==> config.mk <==
export PLATFORM = sky130hd
export DESIGN_NAME = mem_access_ctrl
export DESIGN_NICKNAME = d
export VERILOG_FILES = /design/src/rtl/mem_access_ctrl.sv
export SDC_FILE = /design/constraint.sdc
export NUM_CORES = 1
export LEC_CHECK = 0
export CORE_AREA = 2 2 117 119
export DETAILED_ROUTE_END_ITERATION = 7
export DIE_AREA = 0 0 119 121
export PLACE_DENSITY_LB_ADDON = 0.08
export RECOVER_POWER = 100
export SETUP_SLACK_MARGIN = 0.02
export SYNTH_ARGS = -nofsm -noshare
export SYNTH_HDL_FRONTEND = slang
export SYNTH_SLANG_ARGS = --single-unit
==> constraint.sdc <==
create_clock -name clk -period 5.7 [get_ports clk]
set_input_delay 1.14 -clock clk [delete_from_list [all_inputs] [get_ports clk]]
set_output_delay 1.14 -clock clk [all_outputs]
set_load 0.02 [all_outputs]
==> src/rtl/mem_access_ctrl.sv <==
// Load/store data-memory access controller: one request at a time onto a word-addressed,
// byte-enabled bus with ack handshake, plus misalignment rejection and bus timeout abort.
module mem_access_ctrl #(
   parameter int unsigned TIMEOUT_CYCLES = 255
) (
   input  logic        clk,
   input  logic        rst,
   input  logic        reqValid,
   output logic        reqReady,
   input  logic [31:0] reqAddr,
   input  logic [31:0] reqWdata,
   input  logic [1:0]  memOp,
   input  logic [1:0]  memSize,
   output logic        busReq,
   output logic        busWe,
   output logic [31:0] busAddr,
   output logic [31:0] busWdata,
   output logic [3:0]  busBe,
   input  logic        busAck,
   input  logic [31:0] busRdata,
   output logic [31:0] addr,
   output logic [31:0] rawDout,
   output logic        readValid,
   output logic [1:0]  memOpOut,
   output logic [1:0]  memSizeOut,
   output logic        storeDone,
   output logic        misalign,
   output logic        timeout
);

   typedef enum logic [1:0] {
      ST_IDLE = 2'd0,
      ST_BUS  = 2'd1,
      ST_RESP = 2'd2,
      ST_ERR  = 2'd3
   } state_t;

   localparam logic [1:0] OP_LOAD  = 2'b01;
   localparam logic [1:0] OP_STORE = 2'b10;
   localparam logic [1:0] SZ_BYTE  = 2'b00;
   localparam logic [1:0] SZ_HALF  = 2'b01;
   localparam logic [1:0] SZ_WORD  = 2'b10;
   localparam logic [7:0] WAIT_LAST = 8'(TIMEOUT_CYCLES - 1);

   function automatic logic is_misaligned(input logic [1:0] size, input logic [1:0] lo);
      logic bad;
      case (size)
         SZ_BYTE: bad = 1'b0;
         SZ_HALF: bad = lo[0];
         SZ_WORD: bad = (lo != 2'b00);
         default: bad = 1'b1;
      endcase
      return bad;
   endfunction

   function automatic logic [3:0] byte_enables(input logic [1:0] size, input logic [1:0] lo);
      logic [3:0] be;
      case (size)
         SZ_BYTE: be = 4'b0001 << lo;
         SZ_HALF: be = lo[1] ? 4'b1100 : 4'b0011;
         SZ_WORD: be = 4'b1111;
         default: be = 4'b0000;
      endcase
      return be;
   endfunction

   // Stores replicate the datum across every lane it could occupy; loads drive zero.
   function automatic logic [31:0] store_data(input logic [1:0] op, input logic [1:0] size,
                                              input logic [31:0] wdata);
      logic [31:0] d;
      if (op != OP_STORE) begin
         d = 32'h0000_0000;
      end else begin
         case (size)
            SZ_BYTE: d = {4{wdata[7:0]}};
            SZ_HALF: d = {2{wdata[15:0]}};
            SZ_WORD: d = wdata;
            default: d = 32'h0000_0000;
         endcase
      end
      return d;
   endfunction

   state_t      state_q, state_d;
   logic [7:0]  cnt_q, cnt_d;
   logic [31:0] addr_q, addr_d;
   logic [1:0]  op_q, op_d;
   logic [1:0]  size_q, size_d;
   logic [3:0]  be_q, be_d;
   logic [31:0] wdata_q, wdata_d;
   logic        we_q, we_d;
   logic [31:0] raw_q, raw_d;
   logic        req_ready_q, req_ready_d;
   logic        bus_req_q, bus_req_d;
   logic        read_valid_q, read_valid_d;
   logic        store_done_q, store_done_d;
   logic        misalign_q, misalign_d;
   logic        timeout_q, timeout_d;
   logic        accept_s;
   logic        op_valid_s;

   assign op_valid_s = (memOp == OP_LOAD) || (memOp == OP_STORE);
   assign accept_s   = reqValid && (state_q == ST_IDLE) && op_valid_s;

   // State register
   always_ff @(posedge clk or posedge rst) begin
      if (rst) begin
         state_q <= ST_IDLE;
      end else begin
         state_q <= state_d;
      end
   end

   // Next-state logic
   always_comb begin
      state_d = state_q;
      case (state_q)
         ST_IDLE: begin
            if (accept_s) begin
               state_d = is_misaligned(memSize, reqAddr[1:0]) ? ST_ERR : ST_BUS;
            end else begin
               state_d = ST_IDLE;
            end
         end
         ST_BUS: begin
            if (busAck) begin
               state_d = (op_q == OP_LOAD) ? ST_RESP : ST_IDLE;
            end else if (cnt_q == WAIT_LAST) begin
               state_d = ST_IDLE;
            end else begin
               state_d = ST_BUS;
            end
         end
         ST_RESP: state_d = ST_IDLE;
         ST_ERR:  state_d = ST_IDLE;
         default: state_d = ST_IDLE;
      endcase
   end

   // Output decode; every output is registered so it follows the state it belongs to
   always_comb begin
      req_ready_d  = (state_d == ST_IDLE);
      bus_req_d    = (state_d == ST_BUS);
      read_valid_d = (state_d == ST_RESP);
      misalign_d   = (state_d == ST_ERR);
      store_done_d = (state_q == ST_BUS) && busAck && (op_q == OP_STORE);
      timeout_d    = (state_q == ST_BUS) && !busAck && (cnt_q == WAIT_LAST);
   end

   // Request capture, wait counter and read-data capture
   always_comb begin
      addr_d  = addr_q;
      op_d    = op_q;
      size_d  = size_q;
      be_d    = be_q;
      wdata_d = wdata_q;
      we_d    = we_q;
      raw_d   = raw_q;
      cnt_d   = cnt_q;
      if (accept_s) begin
         addr_d  = reqAddr;
         op_d    = memOp;
         size_d  = memSize;
         be_d    = byte_enables(memSize, reqAddr[1:0]);
         wdata_d = store_data(memOp, memSize, reqWdata);
         we_d    = (memOp == OP_STORE);
         cnt_d   = 8'd0;
      end else if (state_q == ST_BUS) begin
         if (busAck) begin
            raw_d = (op_q == OP_LOAD) ? busRdata : raw_q;
         end else begin
            cnt_d = cnt_q + 8'd1;
         end
      end else begin
         cnt_d = cnt_q;
      end
   end

   // Datapath registers
   always_ff @(posedge clk or posedge rst) begin
      if (rst) begin
         cnt_q   <= 8'd0;
         addr_q  <= 32'h0000_0000;
         op_q    <= 2'b00;
         size_q  <= 2'b00;
         be_q    <= 4'b0000;
         wdata_q <= 32'h0000_0000;
         we_q    <= 1'b0;
         raw_q   <= 32'h0000_0000;
      end else begin
         cnt_q   <= cnt_d;
         addr_q  <= addr_d;
         op_q    <= op_d;
         size_q  <= size_d;
         be_q    <= be_d;
         wdata_q <= wdata_d;
         we_q    <= we_d;
         raw_q   <= raw_d;
      end
   end

   // Control output registers
   always_ff @(posedge clk or posedge rst) begin
      if (rst) begin
         req_ready_q  <= 1'b1;
         bus_req_q    <= 1'b0;
         read_valid_q <= 1'b0;
         store_done_q <= 1'b0;
         misalign_q   <= 1'b0;
         timeout_q    <= 1'b0;
      end else begin
         req_ready_q  <= req_ready_d;
         bus_req_q    <= bus_req_d;
         read_valid_q <= read_valid_d;
         store_done_q <= store_done_d;
         misalign_q   <= misalign_d;
         timeout_q    <= timeout_d;
      end
   end

   assign reqReady   = req_ready_q;
   assign busReq     = bus_req_q;
   assign busWe      = we_q;
   assign busAddr    = {addr_q[31:2], 2'b00};
   assign busWdata   = wdata_q;
   assign busBe      = be_q;
   assign addr       = addr_q;
   assign rawDout    = raw_q;
   assign readValid  = read_valid_q;
   assign memOpOut   = op_q;
   assign memSizeOut = size_q;
   assign storeDone  = store_done_q;
   assign misalign   = misalign_q;
   assign timeout    = timeout_q;

endmodule

==> metrics.md, run 1 <==
| Metric | Value |
|---|---|
| Status | complete, but fails checks |
| Failing checks | capacitance limit, slew limit |
| Total Power | about 3800 uW |
| Seq/Total Area, Yosys | around 57% |
| Crit path DAT | between 4000 and 5000 ps |
| Post-synthesis compound-gate area fraction | under 10% |
| CP endpoint kind | register |
| Register area | approximately 3000 sq um |
| Post-Synth XOR/XNOR Area | 0.1654% |
| Largest family of logic cells by synthesized area | simple AND/OR/NAND/NOR gates |
| CTS tree | yes |
| Number of port buffers | between 200 and 250 |
| Avg Inst Size Synth | 10.85 sq um |
| Post-layout min period | between 3000 and 4000 ps |
| DRC Markers | 0 |
| Max Root-Sink Buffers | 2 |
| Adder-Cell Fraction of Synth Area | less than 1% |
| Post-route ant nets | 0 |
| DR vias | approximately 4300 |
| Synth cell types | 42 |
| Initial antenna violation count | 0 |
| Layout area overhead | 54.97% |
| Hold Violations, Final | 0 |
| Worst Tran Pin Value | approximately 1800 ps |
| Kind of critical path | in -> reg |
| Post-synth EDFFs | 0 |
| Mux share of post-synthesis cell area | between 10% and 20% |
| Largest net degree at the start of global routing | 84 |
| Met2 Use GR | approximately a third |
| Placer Congestion | roughly 0.80 |
| Die area | 14400 sq um |
| Commonest non-fill, non-tap cell in the layout | dlygate4sd3_1 |
| Commonest cells after routing, fill and taps aside | 144 x dlygate4sd3_1, 125 x nand2_1, 120 x dfrtp_1 |
| Cts hold-fix bufs | 0 |
| Placement Rows | 42 |
| GRT busiest layer | met2 |
| Leakage | ~0.0039 uW |
| Post-CTS Setup Inserts | 0 |
| Pre-CTS setup slack | 2283 ps |
| Max Cap Viol | 1 |
| DRT Pass-1 Iters | 4 |
| Top Ports | around 250 |
| Multi-input logic area | ~1900 sq um |
| Post-Synthesis Cells | between 400 and 500 |
| Relative slew slack | -21.97% |
| # setup viols final | 0 |
| Post-cts repair resize count | 0 |
| Simple-Gate Fraction of Synth Area | 14.51% |
| Drt first-iter violations | 240 |
| Starting Density | between 40 and 50% |
| WP data required | approximately 6000 ps |
| DR WL/cell | between 15 and 20 um |
| GRT Util Overall | 20.62% |
| Filler Cells Inserted | about 1100 |
| Clk root buf | clkbuf_16 |
| Synth warn | 0 |
| Total CTS buffers | 17 |
| Worst hold slack | about 470 ps |
| Global Route met3 Usage | roughly 6.3% |
| Clock-pin slew on the worst setup and hold paths | 50 ps |
| Post-route setup slack | between 1500 and 2000 ps |
| Final Core Density | between 60 and 70% |
| Fmax | ~260 MHz |
| Skew final | 11.22 ps |
| Peak supply drop | ~0.00020 V |
| Post-detail-place hpwl | around 10 mm |
| Nets | roughly 800 |
| Clock insertion delay at the later pin of the skew report | just over 400 ps |
| Via/cell ratio | 4.906 |
| DRT Wirelength | between 10 and 15 mm |
| Global-route wire length before repair | between 20 and 25 mm |
| Die width | roughly 120 um |
| Synthesized flop and latch total | between 100 and 150 |
| FFs w/ async S/R, synth | 100.0% |
| ANT cells | 0 |
| Tcrit/Tclk final | around two thirds |
| Hold Crit Class | reg -> reg |
| Vias in the first global route | 4306 |
| CP Max Fanout | 33 |
| Final Max Slew Viols | 34 |
| Layout cells sized above 1 | 10.06% |
| Gr ovfl total | 0 |
| Pwr dens | between 400 and 500 nW/um^2 |
| H-tree levels | 4 |
| M1 GR Usage | 24.86% |
| # clock sinks | about 120 |
| Setup TNS | 0 ps |
| Top FF cell, synth | dfrtp_1 |
| Chip height | about 120 um |
| Synthesized cell area | between 5000 and 6000 sq um |
| Crit start category | primary input |
| Core area | 13090 sq um |
| RSZ-0062 raised after global routing | false |
[critical path, stage by stage]
cell and delay (ps):
dlygate4sd3_1 590, nand3b_1 130, nor3b_1 510, clkbuf_1 1360
mux2_2 450
[report_power, final]
group / total, uW / internal [uW] / switching [uW]
Combinational: 1400 / 653 / 751
Clock: 1110 / 741 / 368
Sequential: 1280 / 1120 / 156
Total: 3790 / 2520 / 1280
[routing by layer]
metal  vias up  part of all wire, %  wire (um)
li1       2047                    -          -
met1      2081                   42       6199
met2       181                   50       7291
met3        18                  6.6        967
met4         0                  1.5        226
met5         -                    0          0
[final timing paths]
| check | cells after the start | from | slack (ps) | end |
|---|---|---|---|---|
| min in group asynchronous | 2 | rst | 1460 | rawDout[30] |
| worst max register to register | 4 | state_q[1] | 2610 | rawDout[8] |
| worst max-delay path | 5 | busAck | 1790 | rawDout[8] |
| worst min-delay path | 2 | addr[0] | 470 | addr[0] |
| worst min register to register | 2 | addr[0] | 470 | addr[0] |
| max in group asynchronous | 3 | rst | 3120 | reqReady |
[flip-flops by register name, summed over array words and instances, names as in the netlist]
register	count
addr	32
busWdata	32
rawDout	32
cnt_q	8
busBe	4
memOpOut	2
memSizeOut	2
state_q	2
busReq	1
busWe	1
misalign	1
readValid	1
reqReady	1
storeDone	1
timeout	1
[cells by family (layout without fill, tap and decap cells)]
group                    Yosys count  in the layout
other                              1              2
AND/OR/NAND/NOR                  168            168
XOR/XNOR                           1              1
AO/OA/AOI/OAI                     78             78
multiplexers                      50             50
adder cells (fa/ha/maj)            3              3
flip-flops                       121            121
buffers and inverters             66            283
[cell type report]
type                    count  share of cell area (%)
clock buffers              24                   6.113
clock inverters             7                   1.387
inverters                   5                  0.2591
multi-input cells         302                   22.73
flip-flops and latches    121                   36.91
well taps                 176                   2.683
repair buffers            247                   29.92
[Yosys cell counts (3+ instances only)]
master / number / area share [%]
inv_1: 5 / 0.35
clkbuf_1: 13 / 0.92
buf_4: 35 / 5.0
nand4_1: 3 / 0.35
a22o_1: 24 / 4.0
nand2_1: 125 / 8.9
o21ai_0: 33 / 3.1
ha_1: 3 / 0.71
nand3_1: 5 / 0.47
nor2b_1: 9 / 1.1
buf_2: 11 / 1.0
dfrtp_1: 120 / 57
mux2i_1: 18 / 3.4
nand3b_1: 9 / 1.3
a21oi_1: 12 / 1.1
mux2_2: 32 / 6.8
nor3b_1: 3 / 0.43
[through the flow]
stage / cell area [sq um] / cells
finish: 8208 / 882
global route: 8208 / 882
CTS: 8232 / 882
detailed placement: 7616 / 851
global placement: 7616 / 851
floorplan: 5300 / 489
(Power assumes the default switching activity.)
==> inputs of run 2 (changes only) <==
Clock period 5.7 ns to 3.6 ns, I/O delays scaled along.
==> metrics.md, run 2 (synthesis results as in run 1) <==
| Metric | Value |
|---|---|
| Cts hold-fix bufs | 0 (unchanged) |
| Tcrit/Tclk final | between 70 and 80% |
| Peak supply drop | 0.0003024 V (+52%) |
| Placement Rows | 42 (unchanged) |
| Final Max Slew Viols | 122 (+260%) |
| Fmax | 357.0 MHz |
| Crit path max-delay family | buffers and inverters |
| DR vias | 4324 (-0.069%) |
| Crit start category | primary input |
| DR WL/cell | 16.34 um (-1.9%) |
| WP buf/inv | 3 (+1) |
| Max Root-Sink Buffers | 2 (unchanged) |
| RSZ-0062 raised after global routing | false |
| Largest net degree at the start of global routing | 122 (+45%) |
| Layout area overhead | 55.71% |
| Max Cap Viol | 1 (unchanged) |
| Crit-path max cell delay | 670 ps (-690 ps) |
| Gr ovfl total | 0 (unchanged) |
| Critical-path cell list | dlygate4sd3_1 -> inv_1 -> ha_1 -> nor4b_4 -> clkbuf_2 -> o221a_2 -> a211oi_1 |
| Post-route ant nets | 0 (unchanged) |
| Chip height | 121 um (unchanged) |
| Post-layout min period | 2801 ps |
| Vias in the first global route | 4176 (-3.0%) |
| Crit-path slowest cell | clkbuf_2 |
| Placer Congestion | 0.7974 (+0.19%) |
| DRC Markers | 0 (unchanged) |
| Post-CTS Setup Inserts | 0 (unchanged) |
| H-tree levels | 4 (unchanged) |
| Clk root buf | clkbuf_16 |
| Initial antenna violation count | 0 (unchanged) |
| Nets | 802 (+0.12%) |
| Die area | 14400 sq um (unchanged) |
| Starting Density | 40.48% (unchanged) |
| Status | complete, but fails checks |
| CP Max Fanout | 38 (+15%) |
| Clock insertion delay at the later pin of the skew report | 410 ps (about the same) |
| Hold Crit Class | reg -> reg |
| ANT cells | 0 (unchanged) |
| Core area | 13090 sq um (unchanged) |
| Kind of critical path | in -> reg |
| Reg2Reg Setup Slack | 1230 ps (-1380 ps) |
| Leakage | 0.003917 uW (+0.48%) |
| DRT Pass-1 Iters | 4 (unchanged) |
| DRT Wirelength | 14.45 mm (-1.6%) |
| Commonest cells after routing, fill and taps aside | 144 x dlygate4sd3_1, 125 x nand2_1, 120 x dfrtp_1 |
| Number of port buffers | 244 (unchanged) |
| CTS tree | yes |
| WP data required | 3850 ps (-2140 ps) |
| Setup TNS | 0 ps (unchanged) |
| Hold Violations, Final | 0 (unchanged) |
| Worst Tran Pin Value | 1638 ps (-191.6 ps) |
| # clock sinks | 121 (unchanged) |
| DP Area | 7637 sq um (+0.28%) |
| Relative slew slack | -9.190% (+13 points) |
| Top Ports | 247 (unchanged) |
| Finished Cell Area | 8247 sq um (+0.47%) |
| Drt first-iter violations | 219 (-8.8%) |
| Total Power | 6054 uW (+60%) |
| GRT Util Overall | 20.67% (+0.043 points) |
| Die width | 119 um (unchanged) |
| Via/cell ratio | 4.891 (-0.30%) |
| Layout cells sized above 1 | 10.45% (+0.40 points) |
| Pwr dens | 734.1 nW/um^2 (+59%) |
| Total CTS buffers | 17 (unchanged) |
| Failing checks | capacitance limit, slew limit |
| # setup viols final | 0 (unchanged) |
| CP endpoint kind | register |
| Post-detail-place hpwl | 10.43 mm (-0.45%) |
| Crit path DAT | 3050 ps (-1150 ps) |
| Skew final | 5.636 ps (-5.589 ps) |
| Post-cts repair resize count | 0 (unchanged) |
| Clock-pin slew on the worst setup and hold paths | 50 ps (about the same) |
| Final Core Density | 63.02% (+0.30 points) |
| Global-route wire length before repair | 22.65 mm (-0.91%) |
| Commonest non-fill, non-tap cell in the layout | dlygate4sd3_1 |
run 2: area by class of cell:
cell class / count / area (sq um)
Inverter: 5 / 22.52
Sequential cell: 121 / 3029
Tap cell: 176 / 220.2
Clock buffer: 24 / 491.7
Multi-Input combinational cell: 302 / 1881
Timing Repair Buffer: 248 / 2462
Clock inverter: 8 / 140.1
Fill cell: 1065 / 4838
run 2: final timing paths:
kind                             from      endpoint  depth (start not counted)
min                             busWe         busWe                          2
max                          memOp[0]        busReq                          7
max in group asynchronous         rst  busWdata[22]                          3
max reg2reg                state_q[1]   rawDout[20]                          4
min reg2reg                     busWe         busWe                          2
min in group asynchronous         rst   rawDout[24]                          3
run 2: through the flow:
stage | worst slack, ps | hold slack (ps) | cells
after floorplan | 1397 | 448.9 | 489
after CTS | 1048 | 482.9 | 884
after detailed placement | 611.3 | 469.9 | 852
after global routing | 617.0 | 499.1 | 884
final | 799.0 | 469.4 | 884
after global placement | 656.4 | 460.6 | 852
run 2: per-layer routing:
metal | part of all wire [%] | track usage, %
met2 | 51 | 35.49
met3 | 7.5 | 7.613
met5 | 0 | 0
met4 | 1.5 | 7.440
met1 | 40 | 23.70
run 2: tightest hold or removal path: stages, from the launching register on:
cell,delay (ps)
dfrtp_1,340
nand2_1,50
nand2_1,50
run 2: where the power goes:
| part | total, uW | internal [uW] | switching (uW) | leakage, uW |
|---|---|---|---|---|
| Combinational | 2220 | 1040 | 1190 | 0.00205 |
| Sequential | 2020 | 1770 | 250 | 0.00156 |
| Clock | 1800 | 1230 | 578 | 0.000314 |
